$ cat config.mk
export PLATFORM = sky130hd
export DESIGN_NAME = alarm_scheduler
export DESIGN_NICKNAME = d
export VERILOG_FILES = /design/src/rtl/service4_pkg.sv /design/src/rtl/alarm_slot_bank.sv /design/src/rtl/alarm_scheduler.sv
export SDC_FILE = /design/constraint.sdc
export NUM_CORES = 1
export LEC_CHECK = 0
export ABC_AREA = 1
export ABC_CLOCK_PERIOD_IN_PS = 1900
export CAP_MARGIN = 25
export CORE_MARGIN = 1
export CORE_UTILIZATION = 40
export DETAILED_ROUTE_END_ITERATION = 7
export PLACE_DENSITY = 0.67
export SLEW_MARGIN = 20
export SYNTH_ARGS = -nofsm -noshare
export SYNTH_HDL_FRONTEND = slang
export SYNTH_SLANG_ARGS = --single-unit
$ cat constraint.sdc
create_clock -name clk -period 1.9 [get_ports clk]
set_input_delay 0.38 -clock clk [delete_from_list [all_inputs] [get_ports clk]]
set_output_delay 0.38 -clock clk [all_outputs]
set_load 0.01 [all_outputs]
$ cat src/rtl/service4_pkg.sv
// Shared types, sizes and default timing parameters for the alarm scheduler.
// Helper functions map a pending vector to the slot that is serviced next.
package service4_pkg;

  localparam int unsigned NUM_SLOTS = 4;
  localparam int unsigned SLOT_W    = 2;
  localparam int unsigned TIME_W    = 16;
  localparam int unsigned CNT_W     = 4;

  localparam int unsigned SNOOZE_MIN_DEF   = 5;
  localparam int unsigned MAX_SNOOZE_DEF   = 3;
  localparam int unsigned RING_TIMEOUT_DEF = 2;

  typedef enum logic [2:0] {
    ST_IDLE   = 3'b000,
    ST_ARMED  = 3'b001,
    ST_RING   = 3'b010,
    ST_GAME   = 3'b011,
    ST_SNOOZE = 3'b100
  } state_e;

  typedef struct packed {
    logic              en;
    logic [TIME_W-1:0] alarm_time;
  } slot_cfg_t;

  // Lowest-index set bit wins when several slots are pending.
  function automatic logic [SLOT_W-1:0] lowest_set(input logic [NUM_SLOTS-1:0] v);
    lowest_set = '0;
    for (int i = int'(NUM_SLOTS) - 1; i >= 0; i--) begin
      if (v[i]) lowest_set = SLOT_W'(i);
    end
  endfunction

  function automatic logic [NUM_SLOTS-1:0] slot_mask(input logic [SLOT_W-1:0] s);
    slot_mask = NUM_SLOTS'(1) << s;
  endfunction

endpackage

$ cat src/rtl/alarm_slot_bank.sv
// Four alarm slot registers with per-slot rising-edge match detection.
// hit[i] pulses on the first cycle slot i matches the current time.
module alarm_slot_bank
  import service4_pkg::*;
(
  input  logic                 clk,
  input  logic                 reset,
  input  logic                 detect_en,
  input  logic [TIME_W-1:0]    current,
  input  logic                 cfg_we,
  input  logic [SLOT_W-1:0]    cfg_slot,
  input  logic [TIME_W-1:0]    cfg_time,
  input  logic                 cfg_en,
  output logic [NUM_SLOTS-1:0] hit
);

  slot_cfg_t            slot_q [NUM_SLOTS];
  slot_cfg_t            slot_d [NUM_SLOTS];
  logic [NUM_SLOTS-1:0] match_c;
  logic [NUM_SLOTS-1:0] match_q;
  logic [NUM_SLOTS-1:0] match_d;

  // A write clears the slot's match history so a new time equal to now still fires.
  always_comb begin
    for (int i = 0; i < int'(NUM_SLOTS); i++) begin
      slot_d[i]  = slot_q[i];
      match_c[i] = slot_q[i].en && (slot_q[i].alarm_time == current);
      match_d[i] = match_c[i];
      if (cfg_we && (cfg_slot == SLOT_W'(i))) begin
        slot_d[i].en         = cfg_en;
        slot_d[i].alarm_time = cfg_time;
        match_d[i]           = 1'b0;
      end
    end
  end

  assign hit = detect_en ? (match_c & ~match_q) : '0;

  always_ff @(posedge clk or negedge reset) begin
    if (!reset) begin
      for (int i = 0; i < int'(NUM_SLOTS); i++) begin
        slot_q[i] <= '0;
      end
      match_q <= '0;
    end else begin
      for (int i = 0; i < int'(NUM_SLOTS); i++) begin
        slot_q[i] <= slot_d[i];
      end
      match_q <= match_d;
    end
  end

endmodule

$ cat src/rtl/alarm_scheduler.sv
// Alarm ring/snooze/minigame controller servicing four alarm slots.
// Latches slot hits into pending and rings them one at a time, lowest slot first.
module alarm_scheduler
  import service4_pkg::*;
#(
  parameter int unsigned SNOOZE_MIN   = SNOOZE_MIN_DEF,
  parameter int unsigned MAX_SNOOZE   = MAX_SNOOZE_DEF,
  parameter int unsigned RING_TIMEOUT = RING_TIMEOUT_DEF
) (
  input  logic                 clk,
  input  logic                 reset,
  input  logic                 enable,
  input  logic [TIME_W-1:0]    current,
  input  logic                 minute_tick,
  input  logic                 cfg_we,
  input  logic [SLOT_W-1:0]    cfg_slot,
  input  logic [TIME_W-1:0]    cfg_time,
  input  logic                 cfg_en,
  input  logic                 push_m,
  input  logic                 push_s,
  input  logic                 game_done,
  output logic                 game_start,
  output logic                 ringing,
  output logic [SLOT_W-1:0]    ring_slot,
  output logic [2:0]           state,
  output logic [CNT_W-1:0]     snooze_left,
  output logic [NUM_SLOTS-1:0] pending
);

  state_e               state_q, state_d;
  logic [NUM_SLOTS-1:0] hit;
  logic [NUM_SLOTS-1:0] pending_q, pending_d;
  logic [SLOT_W-1:0]    ring_slot_q, ring_slot_d;
  logic [CNT_W-1:0]     snooze_left_q, snooze_left_d;
  logic [CNT_W-1:0]     snooze_cnt_q, snooze_cnt_d;
  logic [CNT_W-1:0]     timeout_q, timeout_d;
  logic                 game_start_q, game_start_d;
  logic                 ringing_q, ringing_d;
  logic                 can_snooze_c;
  logic                 timeout_hit_c;
  logic [SLOT_W-1:0]    next_slot_c;

  alarm_slot_bank u_slot_bank (
    .clk       (clk),
    .reset     (reset),
    .detect_en (state_q != ST_IDLE),
    .current   (current),
    .cfg_we    (cfg_we),
    .cfg_slot  (cfg_slot),
    .cfg_time  (cfg_time),
    .cfg_en    (cfg_en),
    .hit       (hit)
  );

  assign can_snooze_c  = snooze_cnt_q < CNT_W'(MAX_SNOOZE);
  assign timeout_hit_c = minute_tick && (timeout_q == CNT_W'(RING_TIMEOUT - 1));
  assign next_slot_c   = lowest_set(pending_q);

  always_ff @(posedge clk or negedge reset) begin
    if (!reset) state_q <= ST_IDLE;
    else        state_q <= state_d;
  end

  // Next-state: disable overrides everything; in RING a dismiss beats a snooze.
  always_comb begin
    state_d = state_q;
    if (!enable) begin
      state_d = ST_IDLE;
    end else begin
      case (state_q)
        ST_IDLE:   state_d = ST_ARMED;
        ST_ARMED:  if (pending_q != '0) state_d = ST_RING;
        ST_RING: begin
          if (push_m)                                       state_d = ST_GAME;
          else if ((push_s || timeout_hit_c) && can_snooze_c) state_d = ST_SNOOZE;
        end
        ST_SNOOZE: begin
          if (push_m)                                              state_d = ST_ARMED;
          else if (minute_tick && (snooze_left_q == CNT_W'(1)))   state_d = ST_RING;
        end
        ST_GAME:   if (game_done) state_d = ST_ARMED;
        default:   state_d = ST_IDLE;
      endcase
    end
  end

  // Outputs and counters, keyed on the transition being taken.
  always_comb begin
    pending_d     = pending_q | hit;
    ring_slot_d   = ring_slot_q;
    snooze_left_d = snooze_left_q;
    snooze_cnt_d  = snooze_cnt_q;
    timeout_d     = timeout_q;
    game_start_d  = 1'b0;
    if (state_d == ST_IDLE) begin
      pending_d     = '0;
      snooze_left_d = '0;
      snooze_cnt_d  = '0;
      timeout_d     = '0;
    end else begin
      case (state_q)
        ST_ARMED: begin
          if (state_d == ST_RING) begin
            ring_slot_d  = next_slot_c;
            pending_d    = (pending_q | hit) & ~slot_mask(next_slot_c);
            snooze_cnt_d = '0;
            timeout_d    = '0;
          end
        end
        ST_RING: begin
          case (state_d)
            ST_GAME: begin
              game_start_d = 1'b1;
              timeout_d    = '0;
            end
            ST_SNOOZE: begin
              snooze_left_d = CNT_W'(SNOOZE_MIN);
              snooze_cnt_d  = snooze_cnt_q + CNT_W'(1);
              timeout_d     = '0;
            end
            default: begin
              if (minute_tick) timeout_d = timeout_hit_c ? '0 : timeout_q + CNT_W'(1);
            end
          endcase
        end
        ST_SNOOZE: begin
          if (state_d != ST_SNOOZE) begin
            snooze_left_d = '0;
            timeout_d     = '0;
          end else if (minute_tick) begin
            snooze_left_d = snooze_left_q - CNT_W'(1);
          end
        end
        default: ;
      endcase
    end
  end

  assign ringing_d = (state_d == ST_RING);

  always_ff @(posedge clk or negedge reset) begin
    if (!reset) begin
      pending_q     <= '0;
      ring_slot_q   <= '0;
      snooze_left_q <= '0;
      snooze_cnt_q  <= '0;
      timeout_q     <= '0;
      game_start_q  <= 1'b0;
      ringing_q     <= 1'b0;
    end else begin
      pending_q     <= pending_d;
      ring_slot_q   <= ring_slot_d;
      snooze_left_q <= snooze_left_d;
      snooze_cnt_q  <= snooze_cnt_d;
      timeout_q     <= timeout_d;
      game_start_q  <= game_start_d;
      ringing_q     <= ringing_d;
    end
  end

  assign state       = state_q;
  assign pending     = pending_q;
  assign ring_slot   = ring_slot_q;
  assign snooze_left = snooze_left_q;
  assign game_start  = game_start_q;
  assign ringing     = ringing_q;

endmodule

==> flow_metrics.env <==
export IMPL_p_per_area_nw_per_um2=822
export IMPL_min_period_ns=1.82
export IMPL_drc=0
export IMPL_grtUsageTotal_pct=24.4
export IMPL_initial_utilization_pct=41.5
export IMPL_final_util_pct=55.1
export IMPL_netlist_area_leader_share_pct=44.6
export IMPL_cap_violations=0
export IMPL_grt_pass1_wl_um=26100
export IMPL_num_rows=41
export IMPL_clock_sinks=95
export IMPL_min_path_type="in2async"
export IMPL_multi_input_area_sq_um=2570
export IMPL_area_delta_synth_final_pct=32.7
export IMPL_clk_latency_ns=0.35
export IMPL_synth_area_leaders="dfrtp_1, nand2_1, o21ai_0"
export IMPL_ys_ff_latch=95
export IMPL_rsz0062_at_grt="yes"
export IMPL_routedWlPerCell_um=15.6
export IMPL_outcome="complete, no violations"
export IMPL_yosysTopAreaCell="dfrtp_1"
export IMPL_worst_ep_arrival_time_ns=1.44
export IMPL_final_setup_skew_ns=0.00947
export IMPL_die_x_um=117
export IMPL_hold_violations=0
export IMPL_peakVddDrop_mv=0.592
export IMPL_yosys_cell_types_count=32
export IMPL_r2r_setup_slack_ns=0.08
export IMPL_nFillCells=1229
export IMPL_endpoint_kind="output pin"
export IMPL_place_congestion=0.962
export IMPL_first_pass_iters=5
export IMPL_vias=5155
export IMPL_grt_max_degree=96
export IMPL_r2r_cells=12
export IMPL_worst_slack_ns=0.0780
export IMPL_cp_start_kind="flip-flop"
export IMPL_leakagePower_nw=3.49
export IMPL_grt_pass1_vias=5170
export IMPL_drtIter0Drc=295
export IMPL_fp_coreArea_sq_um=12800
export IMPL_final_cell_area_sq_um=7070
export IMPL_antenna_left=0
export IMPL_setup_viol=0
export IMPL_numCtsBuffers=9
export IMPL_regArea_sq_um=2380
export IMPL_max_clock_freq_ghz=0.549
export IMPL_clk_pin_slew_ns=0.07
export IMPL_diodes=0
export IMPL_antenna_found_initial=0
export IMPL_worstPathRequired_ns=1.52
export IMPL_yosysWarnings=0
export IMPL_maxSlewHeadroom_pct=64.0
export IMPL_fp_dieH_um=117
export IMPL_worstMarginPinSlew_ns=0.535
export IMPL_clockBufferDepth=2
export IMPL_gr_total_overflow=0
export IMPL_cts_tree="done"
export IMPL_nets=894
export IMPL_rr_startpoint="state[0]$_DFF_PN0_"
export IMPL_drive_gt1_share_pct=16.7
export IMPL_drt_total_wl_um=16000
export IMPL_hpwl_um=12400
export IMPL_place_ws_ns=-0.204
export IMPL_crit_type="reg2out"
export IMPL_via_per_inst=5.04
export IMPL_rr_endpoint="pending[2]$_DFF_PN0_"
export IMPL_cts_root_buf="clkbuf_16"
export IMPL_place_area_sq_um=6620
export IMPL_drv_slew=0
export IMPL_cp_max_fo=7
export IMPL_synth_nets=768
export IMPL_seq_area_frac_synth_pct=44.6
export IMPL_io_pins=58
export IMPL_post_synth_cell_area_avg_sq_um=7.40
export IMPL_io_buffers=57
export IMPL_htreeDepth=3
export IMPL_period_share_pct=95.9
export IMPL_syn_area_sq_um=5330
export IMPL_fp_dieArea_sq_um=13800
export IMPL_syn_inst=720
## critical path: stages, from the launching register on
cell,delay (ns)
dfrtp_1,0.38
buf_4,0.18
clkdlybuf4s50_1,0.54
## worst max-delay path by stage
| stage | start | end |
|---|---|---|
| 5_1_grt | state[0]$_DFF_PN0_ | pending[2]$_DFF_PN0_ |
| 6_report | state[2]$_DFF_PN0_ | state[2] |
| 2_1_floorplan | state[2]$_DFF_PN0_ | timeout_q[0]$_DFFE_PN0P_ |
| 3_3_place_gp | minute_tick | snooze_left[1]$_DFFE_PN0P_ |
| 4_1_cts | state[1]$_DFF_PN0_ | state[1] |
| 3_5_place_dp | minute_tick | timeout_q[3]$_DFFE_PN0P_ |
## cell type report
cell class / count / area share (%)
repair buffers: 129 / 16.6
multi-input cells: 507 / 36.4
well taps: 172 / 3.04
inverters: 104 / 5.52
clock buffers: 12 / 3.77
flip-flops and latches: 95 / 33.7
clock inverters: 4 / 1.08
## cell families after synthesis
logic type / share of synthesized area [%]
AO/OA/AOI/OAI: 10.8
XOR/XNOR: 4.44
adder cells (fa/ha/maj): 1.17
buffers and inverters: 8.31
flip-flops: 44.6
AND/OR/NAND/NOR: 30.6
## placed cells by master, fill, tap and decap left out, types with 5 or more instances in the layout
cell type        Yosys  layout
inv_2                8       8
nand3_1             26      24
nor2_2               3       8
nor4_1               5       5
nand4_1             25      25
nor2_1              69      64
nor3_1              24      21
inv_1               96      96
o22ai_1              6       6
nand2_2              6       8
clkbuf_16            0       9
clkdlybuf4s50_1      0      56
ha_1                 5       5
buf_4                0      68
xnor2_1             12      12
or2_2                9       9
dfrtp_1             95      93
nand2_1            191     188
buf_12               0       5
xor2_1              15      15
o21ai_0             84      84
nand3_2              6       7
## flip-flops by register name, indices dropped and copies added (netlist names)
signal	count
game_start	1
pending	4
ring_slot	2
ringing	1
snooze_cnt_q	4
snooze_left	4
state	3
timeout_q	4
u_slot_bank.match_q	4
u_slot_bank.slot_q	68
## power breakdown
group	switching [W]	leakage (nW)	total, W	internal, W
Clock	0.000796	0.165	0.00206	0.00126
Sequential	0.000207	1.21	0.00247	0.00227
Combinational	0.000721	2.11	0.00128	0.000557
Total	0.00172	3.49	0.00581	0.00409
## synthesized netlist by cell type, drive strengths merged
library cell  instances
o221ai                1
ha                    5
or2                   9
inv                 104
o22ai                 6
nor4                  5
nand4                26
nor2                 73
nor3b                 2
o21ai                88
nand2               197
a21boi                1
nor3                 24
dfrtp                95
nand3b                1
xnor2                12
a211oi                1
a21oi                 5
o2111ai               3
xor2                 15
o21a                  1
nand3                32
clkbuf               14
## metrics by stage
step	setup TNS, ns	hold WS [ns]	total power, W	instances
after floorplan	0	0.0844	0.00311	720
after global placement	-1.73	0.466	0.00374	1001
after detailed placement	-2.47	0.465	0.00376	1001
after CTS	0	0.0986	0.00583	1017
after global routing	-0.115	0.121	0.00612	1023
final	0	0.0469	0.00581	1023
## what timing repair did
item,4_1_cts,5_1_grt
hold buffers,0,0
buffers inserted,0,6
hold endpoints to repair,0,0
gates resized for setup,0,17
setup endpoints to repair,0,16
## per-layer routing
metal	track usage, %	part of all wire [%]
met1	31.4	45
met2	40.1	47
met3	4.18	4.9
met4	11.2	3.1
met5	0	0
Note: power is estimated with default switching activity, not from simulation.
==> RTL change, RTL diff (same settings) <==
Register the input `cfg_time` before use, cleared by the reset. The logic sees it one clock later. The other inputs are not delayed to match.
--- a/src/rtl/alarm_scheduler.sv
+++ b/src/rtl/alarm_scheduler.sv
@@ -29,2 +29,12 @@
 
+  logic [TIME_W-1:0] cfg_time_q;
+
+  always_ff @(posedge clk or negedge reset) begin
+    if (!reset) begin
+      cfg_time_q <= '0;
+    end else begin
+      cfg_time_q <= cfg_time;
+    end
+  end
+
   state_e               state_q, state_d;
@@ -49,3 +59,3 @@
     .cfg_slot  (cfg_slot),
-    .cfg_time  (cfg_time),
+    .cfg_time  (cfg_time_q),
     .cfg_en    (cfg_en),
Function: changed (a bounded check fails within 4 cycles, from zero or initial values and one cycle with reset low).
==> RTL change against the original RTL <==
  * Count of clock-buffer cells in the layout shrank 3
  * Via count grew 0.58%
  * Worst hold slack gained 0.40 ns
  * Wire length shrank 3.0%
  * Total power grew 4.1%
  * Sequential cell count grew 16
  * Area after synthesis grew 7.9%
  * Worst setup slack lost 0.019 ns
  * Cell area grew 5.5%
  * Critical endpoint unchanged
  * Largest cell class is now flip-flops and latches
  * Largest power group unchanged
==> RTL change: results (changes against the original RTL) <==
metric,value,unit,change
cts-htree-levels,3,,unchanged
ys_seq_area_frac,0.483,,+0.0371
swShare,0.302,,+0.00516
hold_start,cfg_time[14],,
r2r_end,pending[1],,
max_slew_margin,0.732,,+0.0917
power_frac_clock,0.326,,-0.028
grt_pass1_wl,25300,microns,-2.9%
min_path_type,in -> reg,,
drt_wl_total,15500,microns,-3.0%
run_status,completed,,
synthAdderAreaFrac,0.0109,,-0.000856
use_met1,0.300,,-0.0139
met3_usage,0.0398,,-0.00203
dp_cells,1035,,+3.4%
synth_common_cells,"199 x nand2_1, 111 x dfrtp_1, 98 x inv_1",,
grt_usage,0.228,,-0.0169
reg2regPathDepth,11,,-1
cp.arrival,1.46,ns,+0.02 ns
synth_fp_nets,788,,+2.6%
p_leak,0.00368,uW,+5.5%
crit_fanout,5,,-2
first_iter_violations,339,,+15%
drt-wirelength-per-cell,14.7,microns,-6.1%
gp_congestion,0.932,,-3.0%
combPwrFrac,0.210,,-0.010
hold_ws,0.444,ns,+0.397 ns
final_nets,920,,+2.9%
r2r_slack,0.15,ns,+0.07 ns
yosys.area_share.xor_xnor,0.0381,,-0.00629
dp_worst_setup_slack,-0.144,ns,+0.0597 ns
grtUsageMet2,0.366,,-0.0351
grt_start_max_net_pins,34,,-65%
skew,0.00834,ns,-0.00113 ns
vias,5185,,+0.58%
synth_cell_types,36,,+13%
ys_top_cells_by_area,"dfrtp_1 48%, nand2_1 13%, o21ai_0 6.7%, inv_1 6.4%, nor2_1 4.7%",,
n_fill_cell,1340,,+9.0%
clk_latency,0.37,ns,+0.02 ns
postCtsHoldBufs,1,,+1
synth_compound_area_frac,0.0893,,-0.0188
drive_gt1_frac,0.149,,-0.0175
hpwlAfterDp,12100,microns,-2.5%
r2r-start,state[1],,
period_share,0.969,,+0.00977
==> RTL change: changes by cell type after synthesis, moves of 4 or more <==
cell     unedited run  this run
nand3_2             6         2
or2_2               9        14
o21ai_0            84        77
dfrtp_1            95       111
nand4_1            25        33
nand2_1           191       199
o21ai_1             2         6
nand3_1            26        18
inv_2               8         2
==> RTL change: per-stage QoR <==
step / power [uW] / cell area [sq um]
final: 6050 / 7460
after CTS: 6090 / 7400
after detailed placement: 4110 / 7080
after global placement: 4100 / 7080
after global routing: 6350 / 7460
after floorplan: 3480 / 5750
==> RTL change: cell type report <==
type,count,area share
Clock buffer,9,0.0302
Clock inverter,7,0.0109
Inverter,102,0.0513
Multi-Input combinational cell,515,0.344
Sequential cell,111,0.372
Tap cell,180,0.0302
Timing Repair Buffer,133,0.161
==> RTL change: layer usage <==
metal	wire length (microns)	vias to the layer above
li1	-	2630
met1	7210	2374
met2	7060	153
met3	748	28
met4	489	0
met5	0	-
